### src/rtl/system.sv
// system: UART-driven GCD calculator.
//   Two 8-bit operands arrive over UART 8N1 on rxd. Their GCD is computed by
//   repeated subtraction, shown on led and sent back over txd. The operands
//   are shown in hex on four active-low 7-segment digits.
// Ports:
//   sysclk        system clock, rising edge
//   reset         asynchronous active-low reset
//   rxd / txd     UART receive / transmit lines, both idle high
//   led[7:0]      last GCD result
//   switch[7:0]   reserved, ignored
//   digi_out1..4  segments (bit0=a .. bit6=g) for A[7:4], A[3:0], B[7:4], B[3:0]
module system #(
  parameter int CLKS_PER_BIT = 5208
) (
  input  logic       sysclk,
  input  logic       reset,
  input  logic       rxd,
  output logic       txd,
  output logic [7:0] led,
  input  logic [7:0] switch,
  output logic [6:0] digi_out1,
  output logic [6:0] digi_out2,
  output logic [6:0] digi_out3,
  output logic [6:0] digi_out4
);
  localparam int CW = $clog2(CLKS_PER_BIT);
  localparam logic [CW-1:0] BIT_END  = CW'(CLKS_PER_BIT - 1);
  localparam logic [CW-1:0] HALF_END = CW'(CLKS_PER_BIT / 2 - 1);

  localparam logic [1:0] RX_IDLE = 2'd0, RX_START = 2'd1, RX_DATA = 2'd2, RX_STOP = 2'd3;
  localparam logic [1:0] TX_IDLE = 2'd0, TX_START = 2'd1, TX_DATA = 2'd2, TX_STOP = 2'd3;
  localparam logic       GCD_IDLE = 1'b0, GCD_RUN = 1'b1;

  logic unused_switch;
  assign unused_switch = ^switch;

  function automatic logic [6:0] hex7(input logic [3:0] n);
    case (n)
      4'h0: hex7 = 7'h40;  4'h1: hex7 = 7'h79;  4'h2: hex7 = 7'h24;  4'h3: hex7 = 7'h30;
      4'h4: hex7 = 7'h19;  4'h5: hex7 = 7'h12;  4'h6: hex7 = 7'h02;  4'h7: hex7 = 7'h78;
      4'h8: hex7 = 7'h00;  4'h9: hex7 = 7'h10;  4'hA: hex7 = 7'h08;  4'hB: hex7 = 7'h03;
      4'hC: hex7 = 7'h46;  4'hD: hex7 = 7'h21;  4'hE: hex7 = 7'h06;  default: hex7 = 7'h0E;
    endcase
  endfunction

  // rxd synchroniser; the third stage is only used for falling-edge detection
  logic rxd_m, rxd_s, rxd_d;
  always_ff @(posedge sysclk or negedge reset) begin
    if (!reset) begin
      rxd_m <= 1'b1;
      rxd_s <= 1'b1;
      rxd_d <= 1'b1;
    end else begin
      rxd_m <= rxd;
      rxd_s <= rxd_m;
      rxd_d <= rxd_s;
    end
  end

  // UART receiver
  logic [1:0]    rx_state;
  logic [CW-1:0] rx_cnt;
  logic [2:0]    rx_bit;
  logic [7:0]    rx_shift, rx_byte;
  logic          rx_valid;

  always_ff @(posedge sysclk or negedge reset) begin
    if (!reset) begin
      rx_state <= RX_IDLE;
      rx_cnt   <= '0;
      rx_bit   <= '0;
      rx_shift <= '0;
      rx_byte  <= '0;
      rx_valid <= 1'b0;
    end else begin
      rx_valid <= 1'b0;
      case (rx_state)
        RX_IDLE: if (rxd_d && !rxd_s) begin
          rx_state <= RX_START;
          rx_cnt   <= '0;
        end
        RX_START: if (rx_cnt == HALF_END) begin
          // still low at mid start bit: real frame; otherwise a glitch
          rx_cnt   <= '0;
          rx_bit   <= '0;
          rx_state <= rxd_s ? RX_IDLE : RX_DATA;
        end else rx_cnt <= rx_cnt + CW'(1);
        RX_DATA: if (rx_cnt == BIT_END) begin
          rx_cnt   <= '0;
          rx_shift <= {rxd_s, rx_shift[7:1]};
          rx_bit   <= rx_bit + 3'd1;
          if (rx_bit == 3'd7) rx_state <= RX_STOP;
        end else rx_cnt <= rx_cnt + CW'(1);
        default: if (rx_cnt == BIT_END) begin
          rx_cnt   <= '0;
          rx_state <= RX_IDLE;
          if (rxd_s) begin
            rx_valid <= 1'b1;
            rx_byte  <= rx_shift;
          end
        end else rx_cnt <= rx_cnt + CW'(1);
      endcase
    end
  end

  // Operand capture and display. A completed pair is copied into pend_a/pend_b
  // so a following operand A can arrive before the held pair is consumed.
  logic       byte_cnt, pending, gcd_go;
  logic [7:0] op_a, pend_a, pend_b;
  logic       gcd_state, tx_start;
  logic [1:0] tx_state;

  assign gcd_go = pending && (gcd_state == GCD_IDLE) && (tx_state == TX_IDLE) && !tx_start;

  always_ff @(posedge sysclk or negedge reset) begin
    if (!reset) begin
      byte_cnt  <= 1'b0;
      pending   <= 1'b0;
      op_a      <= '0;
      pend_a    <= '0;
      pend_b    <= '0;
      digi_out1 <= '1;
      digi_out2 <= '1;
      digi_out3 <= '1;
      digi_out4 <= '1;
    end else begin
      if (gcd_go) pending <= 1'b0;
      if (rx_valid) begin
        if (!byte_cnt) begin
          op_a      <= rx_byte;
          byte_cnt  <= 1'b1;
          digi_out1 <= hex7(rx_byte[7:4]);
          digi_out2 <= hex7(rx_byte[3:0]);
          digi_out3 <= '1;
          digi_out4 <= '1;
        end else begin
          pend_a    <= op_a;
          pend_b    <= rx_byte;
          byte_cnt  <= 1'b0;
          pending   <= 1'b1;
          digi_out3 <= hex7(rx_byte[7:4]);
          digi_out4 <= hex7(rx_byte[3:0]);
        end
      end
    end
  end

  // Subtractive GCD, one step per clock
  logic [7:0] gx, gy;
  logic       gcd_done;
  assign gcd_done = (gx == 8'd0) || (gy == 8'd0) || (gx == gy);

  always_ff @(posedge sysclk or negedge reset) begin
    if (!reset) begin
      gcd_state <= GCD_IDLE;
      gx        <= '0;
      gy        <= '0;
      led       <= '0;
      tx_start  <= 1'b0;
    end else begin
      tx_start <= 1'b0;
      if (gcd_state == GCD_IDLE) begin
        if (gcd_go) begin
          gx        <= pend_a;
          gy        <= pend_b;
          gcd_state <= GCD_RUN;
        end
      end else if (gcd_done) begin
        led       <= (gx == 8'd0) ? gy : gx;
        tx_start  <= 1'b1;
        gcd_state <= GCD_IDLE;
      end else if (gx > gy) begin
        gx <= gx - gy;
      end else begin
        gy <= gy - gx;
      end
    end
  end

  // UART transmitter; sends led, which is already valid when tx_start is seen
  logic [CW-1:0] tx_cnt;
  logic [2:0]    tx_bit;
  logic [7:0]    tx_shift;

  always_ff @(posedge sysclk or negedge reset) begin
    if (!reset) begin
      tx_state <= TX_IDLE;
      tx_cnt   <= '0;
      tx_bit   <= '0;
      tx_shift <= '0;
      txd      <= 1'b1;
    end else begin
      case (tx_state)
        TX_IDLE: begin
          txd <= 1'b1;
          if (tx_start) begin
            tx_state <= TX_START;
            tx_cnt   <= '0;
            tx_shift <= led;
            txd      <= 1'b0;
          end
        end
        TX_START: if (tx_cnt == BIT_END) begin
          tx_cnt   <= '0;
          tx_bit   <= '0;
          txd      <= tx_shift[0];
          tx_shift <= {1'b0, tx_shift[7:1]};
          tx_state <= TX_DATA;
        end else tx_cnt <= tx_cnt + CW'(1);
        TX_DATA: if (tx_cnt == BIT_END) begin
          tx_cnt <= '0;
          if (tx_bit == 3'd7) begin
            txd      <= 1'b1;
            tx_state <= TX_STOP;
          end else begin
            txd      <= tx_shift[0];
            tx_shift <= {1'b0, tx_shift[7:1]};
            tx_bit   <= tx_bit + 3'd1;
          end
        end else tx_cnt <= tx_cnt + CW'(1);
        default: if (tx_cnt == BIT_END) begin
          tx_cnt   <= '0;
          tx_state <= TX_IDLE;
        end else tx_cnt <= tx_cnt + CW'(1);
      endcase
    end
  end
endmodule

### config.mk
export PLATFORM = sky130hd
export DESIGN_NAME = system
export DESIGN_NICKNAME = d
export VERILOG_FILES = /design/src/rtl/system.sv
export SDC_FILE = /design/constraint.sdc
export NUM_CORES = 1
export LEC_CHECK = 0
export CORE_MARGIN = 4
export CORE_UTILIZATION = 40
export CTS_BUF_LIST = sky130_fd_sc_hd__clkbuf_8
export DETAILED_ROUTE_END_ITERATION = 10
export DONT_BUFFER_PORTS = 1
export HOLD_SLACK_MARGIN = 0.02
export PLACE_DENSITY = 0.63
export SLEW_MARGIN = 20
export SYNTH_ARGS = -nofsm -noshare
export SYNTH_HDL_FRONTEND = slang
export SYNTH_SLANG_ARGS = --single-unit
### constraint.sdc
create_clock -name sysclk -period 2.8 [get_ports sysclk]
set_clock_uncertainty 0.2 [all_clocks]
set_input_delay 0.56 -clock sysclk [delete_from_list [all_inputs] [get_ports sysclk]]
set_output_delay 0.56 -clock sysclk [all_outputs]
set_load 0.05 [all_outputs]
==> impl_results.md, run 1 <==
- FP Rows: 50
- Worst-Skew Late Latency: 0.46 ns
- Logic pwr share: 5.3%
- Critical path's slowest cell: a2bb2oi_1
- Pin count of the biggest net entering global routing: ~150
- Worst Hold Class: input pin to async pin
- DP Wirelength: 11.22 mm
- Final setup TNS: 0 ns
- Startpoint Class: register
- CP Depth: 7
- Gr usage total: 15.63%
- Final setup vio count: 0
- Status: finished, violations left
- Max-slew headroom: between 50% and 60%
- IO Count: 48
- Clk pwr share: 44.3%
- Register area share after synthesis: 47.99%
- # port buffers: 0
- Setup ws final: 0.2198 ns
- Layout Cells excl Fill: 1009
- Commonest non-fill, non-tap cell in the layout: dfrtp_1
- Hold WS: -0.4087 ns
- Worst Path Required: 2.95 ns
- Die height: 146.2 µm
- CP max FO: 6
- Top FF cell, synth: dfrtp_1
- Post-Syn Area: 7644 µm²
- WP buf/inv: 1
- Worst-Margin Slew: 0.6962 ns
- Max-cap viol count: 0
- Fin nets: ~810
- Final core utilization: 44.95%
- Synth cell types: between 70 and 80
- Mapped Cells: 751
- GRT overflow: 0
- Failing checks: negative hold slack
- YS warnings: 0
- Number of synthesized flops with an enable pin: 0
- LEAKAGE: 3.799 nW
- Share of flip-flops with an asynchronous set or reset: between 90% and 100%
- Number of clock sinks seen by CTS: 145
- Reg-to-reg slack, setup: 0.22 ns
- Post-cts sizing count: 0
- Vias in the first global route: 5259
- First-pass GRT wire length: 27.23 mm
- Critical path type: register to register
- Crit path DAT: 2.73 ns
- Synth Area in XOR/XNOR: around 1.4%
- Die area: around 21000 µm²
- Reg2reg end: gy[0]
- Vias/cell: 5.320
- CP delay by family, top: compound AO/OA/AOI/OAI gates
- Clock root cell: clkbuf_8
- Post-synthesis compound-gate area fraction: around 14%
- Design area: 8436 µm²
- Die Span X: 146.2 µm
- Post-placement cell area: 7964 µm²
- Pre-CTS setup slack: 0.2115 ns
- Largest family of logic cells by synthesized area: simple AND/OR/NAND/NOR gates
- Internal: 3.318 mW
- Period Utilization, post-route: between 90% and 100%
- Hold-fix buffers at CTS: 1
- Max clock buf depth: 2
- Slew Limit Fails: 0
- Max VDD drop: 0.2511 mV
- Average wire per standard cell: 15.92 µm
- Sw Share: about a quarter
- Antenna Nets Post-Route: 0
- Most frequent cells in the layout: 113 x dfrtp_1, 108 x nand2_1, 59 x o21ai_0, 50 x nor2_1, 40 x a21oi_1
- Share of layout cells above drive strength 1: a little under a fifth
- Unrepaired setup endpoints after global routing: false
- CTS Buf Count: 17
- CTS tree: built
- Sw Pwr: 1.049 mW
- Htree depth: 4
- FMAX: around 390 MHz
- Reg clk slew, reported paths: roughly 0.090 ns
- Mux cell area share after synthesis: about a tenth
- Post-CTS Setup Bufs: 0
- P per Cell Area: about 520 nW/µm²
- Placed Cells: 976
- Crit path time final: 2.580 ns
- Synth Area in Adders: 6.744%
- Core area: between 15000 and 20000 µm²
- Cell breakdown of the critical path: inv_1 -> ha_1 -> or2_2 -> o22ai_1 -> a2bb2oi_1 -> a31oi_4 -> mux2_4
- Syn avg cell area: 10.18 µm²
- Synth Area in Simple Gates: 16.65%
- Reg2Reg Depth: 7
- Starting Density: 40.73%
- Drt first pass iters: 4
- Via count: about 5.4k
- Antenna violations before repair: 0
- Fillers: 1761
- Net Count, Synth: ~800
- Crit. End Element: register
- Drt first-iter violations: 339
- DRC: 0
- Area delta synth->final: 10.36%
- Final Hold Viols: 145
- GPL Wtd Cong: 0.7997
- Post-synthesis register bit count: 145
- Pwr Total: 4.366 mW
- Critical Path Max Stage Delay: 0.50 ns
- Total wire length: between 15 and 20 mm
- Sequential Power Share: 50.5%
- RR Startpoint: gy[3]
- ANT cells: 0
final cells by class:
cell class              count  area, µm²  share of cell area (%)
inverters                  36      135.1                   1.602
clock inverters            15      227.7                   2.699
flip-flops and latches    145       3669                   43.49
multi-input cells         540       3710                   43.98
well taps                 234      292.8                   3.471
repair buffers             22      167.7                   1.988
clock buffers              17      234.0                   2.774
kinds of logic (layout without fill, tap and decap cells):
kind of cell | count (synthesis) | in the layout
and+or+nand+nor | 253 | 253
AOI/OAI and AO/OA | 172 | 172
DFF | 145 | 145
buffers and inverters | 66 | 90
muxes | 63 | 63
adders and majority gates | 40 | 40
xor gates and xnor gates | 12 | 12
per-layer routing:
metal	GRT usage [%]	vias to the layer above	wire (µm)
li1	-	2666	-
met1	21.69	2605	7792
met2	24.33	82	7432
met3	4.221	15	650
met4	4.233	0	192
met5	0	-	0
worst max-delay path by stage:
stage,start,end
floorplan,gx[0],gy[0]
global placement,gy[3],gy[6]
detailed placement,gy[3],gy[0]
CTS,gy[3],gy[0]
global route,gx[0],gy[3]
finish,gy[3],gy[0]
power groups by stage:
stage | Sequential, mW | Clock (mW) | Combinational [mW]
floorplan | 2.23 | 0 | 0.183
global placement | 2.24 | 0 | 0.226
detailed placement | 2.24 | 0 | 0.230
CTS | 2.20 | 1.99 | 0.231
global route | 2.22 | 2.07 | 0.267
finish | 2.20 | 1.93 | 0.230
synth_stat cells, types with 4 or more instances:
library cell / count / share of area (%)
dfrtp_1: 113 / 37
nand2_1: 108 / 5.3
o21ai_0: 59 / 3.9
nor2_1: 50 / 2.5
a21oi_1: 40 / 2.6
ha_1: 38 / 6.2
mux2_2: 37 / 5.5
inv_1: 35 / 1.7
dfstp_2: 32 / 11
clkbuf_1: 23 / 1.1
mux2i_1: 20 / 2.6
nand3_1: 15 / 0.98
nor2b_1: 15 / 1.2
nand2b_1: 12 / 0.98
xor2_1: 9 / 1.0
a22o_1: 8 / 0.92
nand4_1: 8 / 0.65
nor3_1: 8 / 0.52
o31ai_1: 8 / 0.79
a211oi_1: 7 / 0.69
a31oi_1: 7 / 0.57
a22oi_1: 5 / 0.49
and3_1: 5 / 0.41
and2_1: 4 / 0.33
buf_4: 4 / 0.39
o22ai_1: 4 / 0.33
or4_1: 4 / 0.39
state kept, by name, summed over array words and instances (netlist names), 2 cells and up:
name       cells
rx_byte        8
gx             8
digi_out3      7
pend_b         8
rx_shift       8
rx_cnt        13
pend_a         8
gy             8
led            8
digi_out2      7
digi_out4      7
digi_out1      7
op_a           8
tx_cnt        13
tx_bit         3
rx_state       2
tx_shift       8
tx_state       2
rx_bit         3
Note: power is estimated with default switching activity, not from simulation.
==> inputs of run 2 (changes only) <==
Settings changed: CAP_MARGIN from default to 20, CORE_MARGIN 4 to default, SLEW_MARGIN 20 to 25.
==> impl_results.md, run 2 (same netlist as run 1, synthesis figures left out) <==
- LEAKAGE: 3.786 nW
- Clk pwr share: 39.8%
- Worst-Margin Slew: 0.6888 ns
- Crit path time final: 2.611 ns
- Hold WS: -0.3942 ns
- Internal: 2.922 mW
- Htree depth: 4
- Gr usage total: 17.32%
- Biggest regs: rx_cnt (13), tx_cnt (13)
- Starting Density: 40.86%
- Average wire per standard cell: approximately 15 µm
- ANT cells: 0
- Logic pwr share: 5.5%
- Failing checks: negative hold slack
- Startpoint Class: register
- # port buffers: 0
- RR Startpoint: gx[0]
- Max-cap viol count: 0
- Hold-fix buffers at CTS: 1
- GPL Wtd Cong: about 0.8
- Slew Limit Fails: 0
- Core area: 18710 µm²
- Total wire length: 15.70 mm
- Post-cts sizing count: 0
- CP max FO: 6
- First-pass GRT wire length: 26.99 mm
- Commonest non-fill, non-tap cell in the layout: dfrtp_1
- IO Count: 48
- GRT overflow: 0
- Sequential Power Share: 54.7%
- Layout Cells excl Fill: 1013
- Critical path type: register to register
- CTS tree: built
- Share of layout cells above drive strength 1: 19.00%
- Sw Share: between 20% and 30%
- Sw Pwr: ~1.1 mW
- Crit path DAT: 2.78 ns
- Fin nets: between 800 and 900
- DP Wirelength: 10.86 mm
- Max-slew headroom: 53.81%
- Final Hold Viols: roughly 150
- Unrepaired setup endpoints after global routing: false
- Via count: 5409
- DRC: 0
- Max VDD drop: 0.4995 mV
- P per Cell Area: between 400 and 500 nW/µm²
- Max clock buf depth: 2
- Reg2reg end: gy[4]
- Reg2Reg Depth: 9
- Die height: 140.2 µm
- Area delta synth->final: 9.936%
- Antenna Nets Post-Route: 0
- Pin count of the biggest net entering global routing: around 150
- Vias/cell: about 5.3
- Final core utilization: 44.92%
- Status: finished, violations left
- Worst-Skew Late Latency: 0.46 ns
- Worst Hold Class: input pin to async pin
- Antenna violations before repair: 0
- Number of clock sinks seen by CTS: 145
- FP Rows: 50
- Pwr Total: 4.030 mW
- Die area: 19670 µm²
- Final setup TNS: 0 ns
- Final setup vio count: 0
- Drt first-iter violations: 285
- Vias in the first global route: about 5.3k
- Reg-to-reg slack, setup: roughly 0.19 ns
- Period Utilization, post-route: 93.24%
- Reg clk slew, reported paths: 0.09 ns
- Crit. End Element: register
- Drt first pass iters: 4
- Clock root cell: clkbuf_8
- Die Span X: 140.2 µm
- CTS Buf Count: 17
- Placed Cells: 980
- FMAX: 383.0 MHz
- Most frequent cells in the layout: 113 x dfrtp_1, 108 x nand2_1, 59 x o21ai_0, 50 x nor2_1, 40 x a21oi_1
- Worst Path Required: 2.97 ns
- Post-CTS Setup Bufs: 0
[run 2: cell count changes in the layout (fill, tap and decap cells not counted), sizes merged]
cell	change
clkbuf	+1
buf	+4
inv	+2
clkinv	+2
bufinv	-5
[run 2: metal layers]
layer / vias to the layer above / wire length, µm / share of wire [%] / GRT usage (%)
met4: 0 / 229 / 1.5 / 6.478
met1: 2633 / 7724 / 49 / 23.89
met5: - / 0 / 0 / 0
li1: 2688 / - / - / -
met2: 74 / 7233 / 46 / 26.39
met3: 14 / 512 / 3.3 / 4.103
[run 2: power by group through the flow]
stage | clock [mW] | combinational, mW | sequential (mW)
2_1_floorplan | 0 | 0.183 | 2.23
3_3_place_gp | 0 | 0.215 | 2.24
3_5_place_dp | 0 | 0.219 | 2.24
4_1_cts | 1.67 | 0.222 | 2.20
5_1_grt | 1.75 | 0.251 | 2.22
6_report | 1.60 | 0.221 | 2.20
[run 2: how the worst max path moves through the flow]
stage	startpoint	to	slack, ns	cells past startpoint
6_report	gx[0]	gy[4]	0.19	9
5_1_grt	gx[0]	gy[4]	0.03	9
4_1_cts	gx[0]	gy[4]	0.17	9
2_1_floorplan	gx[0]	gy[0]	0.27	8
3_5_place_dp	gx[0]	gy[0]	0.23	8
3_3_place_gp	gx[0]	gy[6]	0.24	8
[run 2: cell type report]
| cell class | instances | area [µm²] |
|---|---|---|
| Fill cell | 1788 | 10300 |
| Multi-Input combinational cell | 540 | 3710 |
| Sequential cell | 145 | 3669 |
| Tap cell | 234 | 292.8 |
| Clock buffer | 18 | 247.7 |
| Timing Repair Buffer | 26 | 210.2 |
| Clock inverter | 14 | 138.9 |
| Inverter | 36 | 135.1 |
[run 2: critical path, stage by stage, from the launching register on]
cell and delay [ns]:
dfrtp_1 0.35, inv_1 0.04, ha_1 0.23, fa_1 0.39
nor2b_1 0.19, o22ai_1 0.15, a2bb2oi_1 0.21, a31oi_4 0.39
buf_4 0.20, mux2i_1 0.18
[run 2: metrics by stage]
step                setup slack, ns  hold slack, ns  cell area (µm²)
CTS                          0.1725         -0.4511             8403
global route                0.02583         -0.4404             8403
finish                       0.1892         -0.3942             8403
floorplan                    0.2702         0.06441             7644
global placement             0.2353         0.07221             8006
detailed placement           0.2330         0.07062             8006
